**config.mk**
```make
export PLATFORM = sky130hd
export DESIGN_NAME = prio_rr_arbiter
export DESIGN_NICKNAME = d
export VERILOG_FILES = /design/src/rtl/arbiter_pkg.sv /design/src/rtl/rr_pick.sv /design/src/rtl/prio_rr_arbiter.sv
export SDC_FILE = /design/constraint.sdc
export NUM_CORES = 1
export LEC_CHECK = 0
export BUFFER_PORTS_ARGS = -buffer_cell sky130_fd_sc_hd__buf_4
export CORE_MARGIN = 2
export CORE_UTILIZATION = 54
export CTS_CLUSTER_DIAMETER = 50
export DETAILED_ROUTE_END_ITERATION = 10
export GPL_ROUTABILITY_DRIVEN = 0
export PLACE_DENSITY = 0.77
export SETUP_SLACK_MARGIN = 0.5
export SYNTH_ARGS = -nofsm -noshare
export SYNTH_HDL_FRONTEND = slang
export SYNTH_HIERARCHICAL = 1
export SYNTH_SLANG_ARGS = --single-unit
```
**constraint.sdc**
```tcl
create_clock -name clk -period 2.8 [get_ports clk]
set_input_delay 0.84 -clock clk [delete_from_list [all_inputs] [get_ports clk]]
set_output_delay 0.84 -clock clk [all_outputs]
set_load 0.01 [all_outputs]
```
**src/rtl/arbiter_pkg.sv**
```systemverilog
// rtl/arbiter_pkg.sv - shared types and helpers for the priority round-robin arbiter
package arbiter_pkg;

    localparam int MAX_MASTERS = 32;
    localparam int IDX_W       = $clog2(MAX_MASTERS);

    typedef enum logic {IDLE, BUSY} arb_state_t;

    // OR-reduction of set-bit indices; exact for one-hot or zero inputs.
    function automatic logic [IDX_W-1:0] onehot2bin(input logic [MAX_MASTERS-1:0] oh);
        logic [IDX_W-1:0] b;
        b = '0;
        for (int i = 0; i < MAX_MASTERS; i++) begin
            if (oh[i]) b = b | IDX_W'(i);
        end
        return b;
    endfunction

endpackage

```
**src/rtl/rr_pick.sv**
```systemverilog
// rtl/rr_pick.sv - wrap-around first-set-bit search starting just above ptr
module rr_pick
    import arbiter_pkg::*;
#(
    parameter int num_master = 4,
    localparam int id_w = $clog2(num_master)
) (
    input  logic [num_master-1:0] mask,
    input  logic [id_w-1:0]       ptr,
    output logic                  found,
    output logic [id_w-1:0]       idx,
    output logic [num_master-1:0] onehot
);

    logic [id_w-1:0] pos;

    always_comb begin
        found  = 1'b0;
        idx    = '0;
        pos    = '0;
        onehot = '0;
        // k runs to num_master so ptr itself is the last position examined.
        for (int k = 1; k <= num_master; k++) begin
            pos = id_w'((int'(ptr) + k) % num_master);
            if (!found && mask[pos]) begin
                found = 1'b1;
                idx   = pos;
            end
        end
        if (found) onehot[idx] = 1'b1;
    end

endmodule

```
**src/rtl/prio_rr_arbiter.sv**
```systemverilog
// rtl/prio_rr_arbiter.sv - registered priority/round-robin arbiter with bounded grant hold
// Optional preemption of low-priority owners by high-priority requesters: ARB_PREEMPT_EN
module prio_rr_arbiter
    import arbiter_pkg::*;
#(
    parameter int num_master = 4,
    parameter int max_hold   = 8,
    localparam int id_w = $clog2(num_master)
) (
    input  logic                  clk,
    input  logic                  rst,
    input  logic [num_master-1:0] req,
    input  logic [num_master-1:0] pri,
    output logic [num_master-1:0] grant,
    output logic                  grant_valid,
    output logic [id_w-1:0]       grant_id
);

    localparam logic [7:0] HOLD_LAST = 8'(max_hold - 1);

    arb_state_t            state, state_d;
    logic [id_w-1:0]       ptr, ptr_d;
    logic [7:0]            hold_cnt, hold_d;
    logic [num_master-1:0] grant_d, mask, cand, pick_oh;
    logic [id_w-1:0]       pick_idx;
    logic                  pick_found, owner_req, rearb;

    assign owner_req = |(req & grant);
`ifdef ARB_PREEMPT_EN
    logic owner_pri, others_pri;
    assign owner_pri  = |(pri & grant);
    assign others_pri = |(req & pri & ~grant);
`endif

    // A still-requesting owner is masked out so expiry/preemption hands off to someone else.
    always_comb begin
        mask  = req;
        rearb = 1'b1;
        if (state == BUSY && owner_req) begin
            mask  = req & ~grant;
            rearb = (hold_cnt == HOLD_LAST);
`ifdef ARB_PREEMPT_EN
            if (!owner_pri && others_pri) rearb = 1'b1;
`endif
        end
    end

    assign cand = (|(mask & pri)) ? (mask & pri) : mask;

    rr_pick #(.num_master(num_master)) u_pick (
        .mask   (cand),
        .ptr    (ptr),
        .found  (pick_found),
        .idx    (pick_idx),
        .onehot (pick_oh)
    );

    always_comb begin
        state_d = state;
        ptr_d   = ptr;
        hold_d  = hold_cnt;
        grant_d = grant;
        if (!rearb) begin
            hold_d = hold_cnt + 8'd1;
        end else if (pick_found) begin
            grant_d = pick_oh;
            ptr_d   = pick_idx;
            hold_d  = '0;
            state_d = BUSY;
        end else if (state == BUSY && owner_req) begin
            hold_d = '0;
        end else begin
            grant_d = '0;
            hold_d  = '0;
            state_d = IDLE;
        end
    end

    always_ff @(posedge clk) begin
        if (rst) begin
            state       <= IDLE;
            ptr         <= id_w'(num_master - 1);
            hold_cnt    <= '0;
            grant       <= '0;
            grant_valid <= 1'b0;
        end else begin
            state       <= state_d;
            ptr         <= ptr_d;
            hold_cnt    <= hold_d;
            grant       <= grant_d;
            grant_valid <= |grant_d;
        end
    end

    assign grant_id = id_w'(onehot2bin(MAX_MASTERS'(grant)));

endmodule
```
==> impl_metrics.ini, run 1 <==
[status]
status = finished, final reports clean

[flow_run]
maxCapViolCount = 0

[power_and_ir_drop]
intPower_uw = 417
p_switching_uw = 189
combPwrFrac_pct = 30.8
powerDensity_mw_per_mm2 = 474
swShare_pct = 31.2
clkPwrFrac_pct = 25.1
p_seq_share_pct = 44.0
ir_drop_mv = 0.434
power_leakage_nw = 0.531

[synthesis]
synth-seq-cells = 16
netlist_top_cells_area = dfxtp_1 (31%), nand2_1 (5.8%), a21oi_1 (4.4%)
postSynthCellCount = 128
yosysSeqAreaShare_pct = 31.2
ys_types = 44
async_flop_share_pct = 0
synthesis.area_sq_mm = 0.00103
synth-main-ff-cell = dfxtp_1
ys_warn_count = 6
synth_top_area_share_pct = 31.2
syn_area_per_cell_sq_um = 8.03
syn-num-nets = 139
synth-edff-count = 0
yosysTopAreaCell = dfxtp_1

[clock_network]
cts.sinks = 16
cts.reportedPaths.clkPinSlew_ps = 90
htreeDepth = 1
cts_buffer_depth = 2
cts_hold_buf = 0
cts_tree = yes
worst_skew_pair.late_latency_ps = 290
root_buffer = clkbuf_4
numCtsBuffers = 3

[worst_setup_path]
worstPathRequired_ps = 2980
worstPathMaxFanout = 8
rrSetupSlack_ps = 660
crit_path_end_kind = register
r2r-end = ptr[0]
reg2reg_depth = 10
cp-start-kind = primary input
path_class = in -> reg
worstPathArrival_ps = 2430
rr_startpoint = state

[cells_and_area]
fillers = 158
antenna_cells = 0
fin_cells = 172
final_cell_area_sq_mm = 0.00128
drive_gt1_share_pct = 32.0
nNetsFinal = 159
area_growth_syn_to_layout_pct = 24.4

[global_route]
first_global_vias = 868
antenna_found_initial = 0
overflow = 0
grt_pass1_wl_microns = 3540
track_usage_pct = 21.6
grt_max_degree = 21

[worst_hold_path]
hold_depth = 1
hold_path_class = reg -> reg
hp-start = hold_cnt[0]
min_to = hold_cnt[0]

[die]
die_w_microns = 47.6
core-area_sq_mm = 0.00176
initial_core_util_pct = 58.2
die_area_sq_mm = 0.00227
io_pins = 17
die_y_microns = 47.6
fp-row-count = 15

[sta]
fin_tns_setup_ps = 0
max-slew-margin-rel_pct = 70.8
fin_crit_ps = 2260
final-hold-violation-count = 0
drv_slew = 0
rsz0062_at_grt = yes
finalSetupViolations = 0
skew_ps = 8.05
whs_ps = 466
timing.final.crit_share_pct = 80.6
worst_pin_slew_ps = 438
max_freq_mhz = 443

[detailed_routing]
totalWireLength_microns = 2320
drt-met1-wl_microns = 975
routed_via_density = 5.87
top_layer_used = met4
route.detailed.drc = 0
first_pass_iters = 4
wl_met3_microns = 59
drtIter0Drc = 7
wl_per_cell_microns = 13.5
antenna_left = 0
met2_length_microns = 1250
via_count = 1010

[placed_design]
placed_area_sq_mm = 0.00116
hpwlAfterDp_microns = 1640
post-place-cells = 162
port_buffers = 16
routing by layer:
metal / up-vias / GRT usage, %
met5: - / 0
met4: 0 / 8.11
met3: 6 / 2.26
met2: 19 / 40.3
met1: 486 / 25.2
li1: 499 / -
state kept, by name (all words and copies together) (netlist names):
signal,count
ptr,2
state,1
grant,4
grant_valid,1
hold_cnt,8
kinds of logic after synthesis:
kind of cell / Yosys count / synth area share [%]
adder cells (fa/ha/maj): 1 / 1.22
AND/OR/NAND/NOR: 55 / 28.6
buffers and inverters: 15 / 8.77
AO/OA/AOI/OAI: 35 / 25.1
XOR/XNOR: 6 / 5.12
flip-flops: 16 / 31.2
through the flow:
stage          power, mW  util, %  worst slack [ps]
6_report           0.605     72.4               545
5_1_grt            0.639     72.4               430
4_1_cts            0.597     70.1               525
3_5_place_dp       0.435     66.0               133
3_3_place_gp       0.431     66.0               160
2_1_floorplan      0.398        -               471
worst max-delay path, stage by stage:
cell and delay, ps:
buf_4 120, nand3_2 60, nand4_1 140, buf_6 170
a21oi_4 230, and2b_1 230, a21oi_2 100, o221ai_1 100
and2_1 160, a221o_1 280
timing repair:
| action | 4_1_cts | 5_1_grt |
|---|---|---|
| buffers inserted | 2 | 4 |
| resized for setup | 3 | 3 |
| setup endpoints to repair | 3 | 3 |
| pin swaps | 1 | 3 |
power by group through the flow:
stage          sequential, mW  clock (mW)  combinational [mW]
2_1_floorplan           0.261           0               0.137
3_3_place_gp            0.271           0               0.160
3_5_place_dp            0.272           0               0.163
4_1_cts                 0.266       0.157               0.174
5_1_grt                 0.271       0.164               0.205
6_report                0.267       0.152               0.187
placed cells by master (no fill, tap or decap), drive strengths merged, types with 2 or more instances in the layout:
cell type  Yosys  layout
a211oi         2       2
a21oi          9       9
a221o          2       2
a22o           2       2
and2           3       3
and2b          2       2
and3           2       2
buf            4      23
clkbuf         4       4
dfxtp         16      16
inv            7       7
nand2         16      16
nand2b         4       4
nand3          8       8
nor2           5       5
nor3           8       8
o21ai          5       5
o21bai         2       2
o32ai          4       4
or2            3       3
xnor2          2       2
xor2           4       4
final cells by class:
type | instances | area [sq um] | area share (%)
multi-input combinational | 97 | 687 | 53.8
sequential | 16 | 320 | 25.1
timing repair buffer | 23 | 176 | 13.8
clock buffer | 4 | 36.3 | 2.84
tap | 25 | 31.3 | 2.45
inverter | 7 | 26.3 | 2.06
how the worst max path moves through the flow:
stage | from | endpoint | slack [ps]
floorplan | pri[2] | grant_valid | 470
global placement | pri[1] | ptr[0] | 160
detailed placement | pri[2] | ptr[0] | 130
finish | pri[3] | ptr[0] | 540
CTS | pri[1] | ptr[0] | 530
global route | pri[3] | ptr[0] | 430
cell usage after synthesis (2+ instances only):
cell type and count:
o21bai_1 2, or2_2 3, nand3_1 8, clkbuf_1 2
o21ai_1 2, xnor2_1 2, and2b_1 2, o32ai_1 4
a221o_1 2, dfxtp_1 16, nand2b_1 4, a21oi_1 9
a22o_1 2, buf_4 2, nor2_1 5, xor2_1 4
nand2_1 16, o21ai_2 2, nor3_1 7, and2_1 2
a211oi_1 2, buf_6 2, inv_1 7
(Power assumes the default switching activity.)
==> run 2, diff against run 1 <==
--- a/config.mk
+++ b/config.mk
@@ -5,13 +5,14 @@
 export SDC_FILE = /design/constraint.sdc
 export NUM_CORES = 1
 export LEC_CHECK = 0
+export ABC_AREA = 1
 export BUFFER_PORTS_ARGS = -buffer_cell sky130_fd_sc_hd__buf_4
 export CORE_MARGIN = 2
-export CORE_UTILIZATION = 54
+export CORE_UTILIZATION = 56
 export CTS_CLUSTER_DIAMETER = 50
 export DETAILED_ROUTE_END_ITERATION = 10
 export GPL_ROUTABILITY_DRIVEN = 0
-export PLACE_DENSITY = 0.77
+export PLACE_DENSITY = 0.78
 export SETUP_SLACK_MARGIN = 0.5
 export SYNTH_ARGS = -nofsm -noshare
 export SYNTH_HDL_FRONTEND = slang
==> constraint.sdc (replaced) <==
create_clock -name clk -period 2.1 [get_ports clk]
set_input_delay 0.63 -clock clk [delete_from_list [all_inputs] [get_ports clk]]
set_output_delay 0.63 -clock clk [all_outputs]
set_load 0.01 [all_outputs]
==> impl_metrics.ini, run 2 <==
[status]
status = finished, violations left
violations = negative setup slack

[clock_network]
cts_hold_buf = 0
worst_skew_pair.late_latency_ps = 280
cts.sinks = 16
numCtsBuffers = 3
cts_tree = yes
root_buffer = clkbuf_4
cts_buffer_depth = 2
htreeDepth = 1
cts.reportedPaths.clkPinSlew_ps = 90

[power_and_ir_drop]
power_leakage_nw = 1.02
ir_drop_mv = 1.29
powerDensity_mw_per_mm2 = 1620

[worst_hold_path]
hp-start = hold_cnt[0]
hold_path_class = reg -> reg

[detailed_routing]
wl_per_cell_microns = 16.5
routed_via_density = 5.73
first_pass_iters = 4
antenna_left = 0
via_count = 1623
drtIter0Drc = 90
totalWireLength_microns = 4670
route.detailed.drc = 0

[placed_design]
post-place-cells = 269
placed_area_sq_mm = 0.00159
port_buffers = 16
hpwlAfterDp_microns = 2380

[worst_setup_path]
rr_startpoint = grant[3]
worstPathArrival_ps = 3130
path_class = in -> reg
worstPathMaxFanout = 4
critPathLaunch = req[3]
crit_path_end_kind = register
worstPathRequired_ps = 2290
cp-start-kind = primary input

[cells_and_area]
drive_gt1_share_pct = 54.9
largest_reg_flops = 8
antenna_cells = 0
final_cell_area_sq_mm = 0.00194
nNetsFinal = 267
area_growth_syn_to_layout_pct = 56.9
ff_latch_area_sq_um = 325
biggestRegsByFlops = hold_cnt x8, grant x4, ptr x2
fillers = 91
multi_input_area_sq_mm = 0.00107
layout_common_cells = nand2_1 (41), buf_4 (40), nand2_2 (31)
layout_commonest_cell = nand2_1
regMostFlops = hold_cnt
fin_cells = 283

[global_route]
grt_pass1_wl_microns = 5530
track_usage_pct = 27.7
first_global_vias = 1345
use_met3_pct = 2.63
grt_busiest_layer = met2
met1_usage_pct = 33.1
grt_use_met2_pct = 50.4
grt_max_degree = 11
antenna_found_initial = 0
overflow = 0

[synthesis]
synthesis.area_sq_mm = 0.00124
ys_types = 24
synth_top_area_share_pct = 25.9
postSynthCellCount = 206
synth-main-ff-cell = dfxtp_1
syn-num-nets = 217
yosysTopAreaCell = dfxtp_1
ys_warn_count = 6
synth-seq-cells = 16
async_flop_share_pct = 0
yosysMostFrequentCell = nand2_1
syn_area_per_cell_sq_um = 6.01
synth-edff-count = 0
synthTopCellsByCount = nand2_1 (75), inv_1 (22), nand3_1 (19)
yosysSeqAreaShare_pct = 25.9
netlist_top_cells_area = dfxtp_1 (26%), nand2_1 (23%), nand3_1 (7.7%)

[die]
die_y_microns = 51.0
io_pins = 17
core-area_sq_mm = 0.00215
die_w_microns = 51.0
initial_core_util_pct = 57.7
die_area_sq_mm = 0.00260
fp-row-count = 17

[sta]
fin_ws_ps = -843
max_freq_mhz = 340
skew_ps = 3.89
finalSetupViolations = 8
final-hold-violation-count = 0
drv_slew = 0
whs_ps = 458
fin_crit_ps = 2940
max-slew-margin-rel_pct = 72.0
worst_pin_slew_ps = 419
rsz0062_at_grt = yes
timing.final.crit_share_pct = 140

[flow_run]
maxCapViolCount = 0
[run 2: area by class of cell]
cell class	instances	share of cell area (%)
timing repair buffer	46	19.3
inverter	26	5.15
sequential	16	16.7
clock buffer	4	1.87
multi-input combinational	163	55.1
tap	28	1.80
[run 2: metal layers]
metal | routed length [microns] | up-vias
met5 | 0 | -
met4 | 219 | 0
met1 | 1700 | 767
li1 | - | 739
met3 | 303 | 24
met2 | 2450 | 93
[run 2: where the power goes]
group	leakage, nW	total (mW)	internal, mW	switching, mW
clock	0.0210	0.204	0.106	0.0980
sequential	0.132	0.450	0.373	0.0772
combinational	0.870	2.49	1.09	1.40
[run 2: repair_timing]
action	CTS	global route
setup endpoints to repair	12	18
pin swaps	20	25
setup buffers	5	5
resized for setup	27	46
[run 2: cells by family after synthesis]
logic type                 Yosys count  share of synthesized area (%)
DFF                                 16                           25.9
xor gates and xnor gates             1                          0.707
adders and majority gates            1                           1.01
AOI/OAI and AO/OA                   11                           5.05
and+or+nand+nor                    150                           58.9
buffers and inverters               27                           8.48
[run 2: worst paths after layout]
path	depth (start not counted)	endpoint	slack [ps]
min	1	hold_cnt[0]	460
max	26	grant_valid	-840
max reg2reg	24	grant_valid	-800
min reg2reg	1	hold_cnt[0]	460
[run 2: worst max-delay path, stage by stage]
cell,delay (ps)
buf_8,100
nand2_4,60
nand2_4,50
nor2_4,120
nor2_4,60
a21boi_2,180
nand2_1,130
nand2_2,110
nor2_4,60
nand2_1,100
nand2_2,90
inv_2,70
nand2_2,80
nand3_2,80
nand2_2,80
nor2_4,200
nand4_1,160
nand2_2,130
nor2_1,50
or2_4,220
nand2_2,60
nand2_1,50
nand2_1,70
nand2_1,60
nor2_1,80
nor2_1,50
[run 2: per-stage QoR]
stage | worst slack [ps] | setup TNS, ps | utilization, % | power (mW)
2_1_floorplan | -628 | -2870 | - | 1.69
3_3_place_gp | -896 | -5390 | 74.0 | 2.20
3_5_place_dp | -988 | -6100 | 74.0 | 2.26
4_1_cts | -559 | -2890 | 81.6 | 2.64
5_1_grt | -1190 | -7510 | 90.4 | 3.33
6_report | -843 | -5200 | 90.4 | 3.15
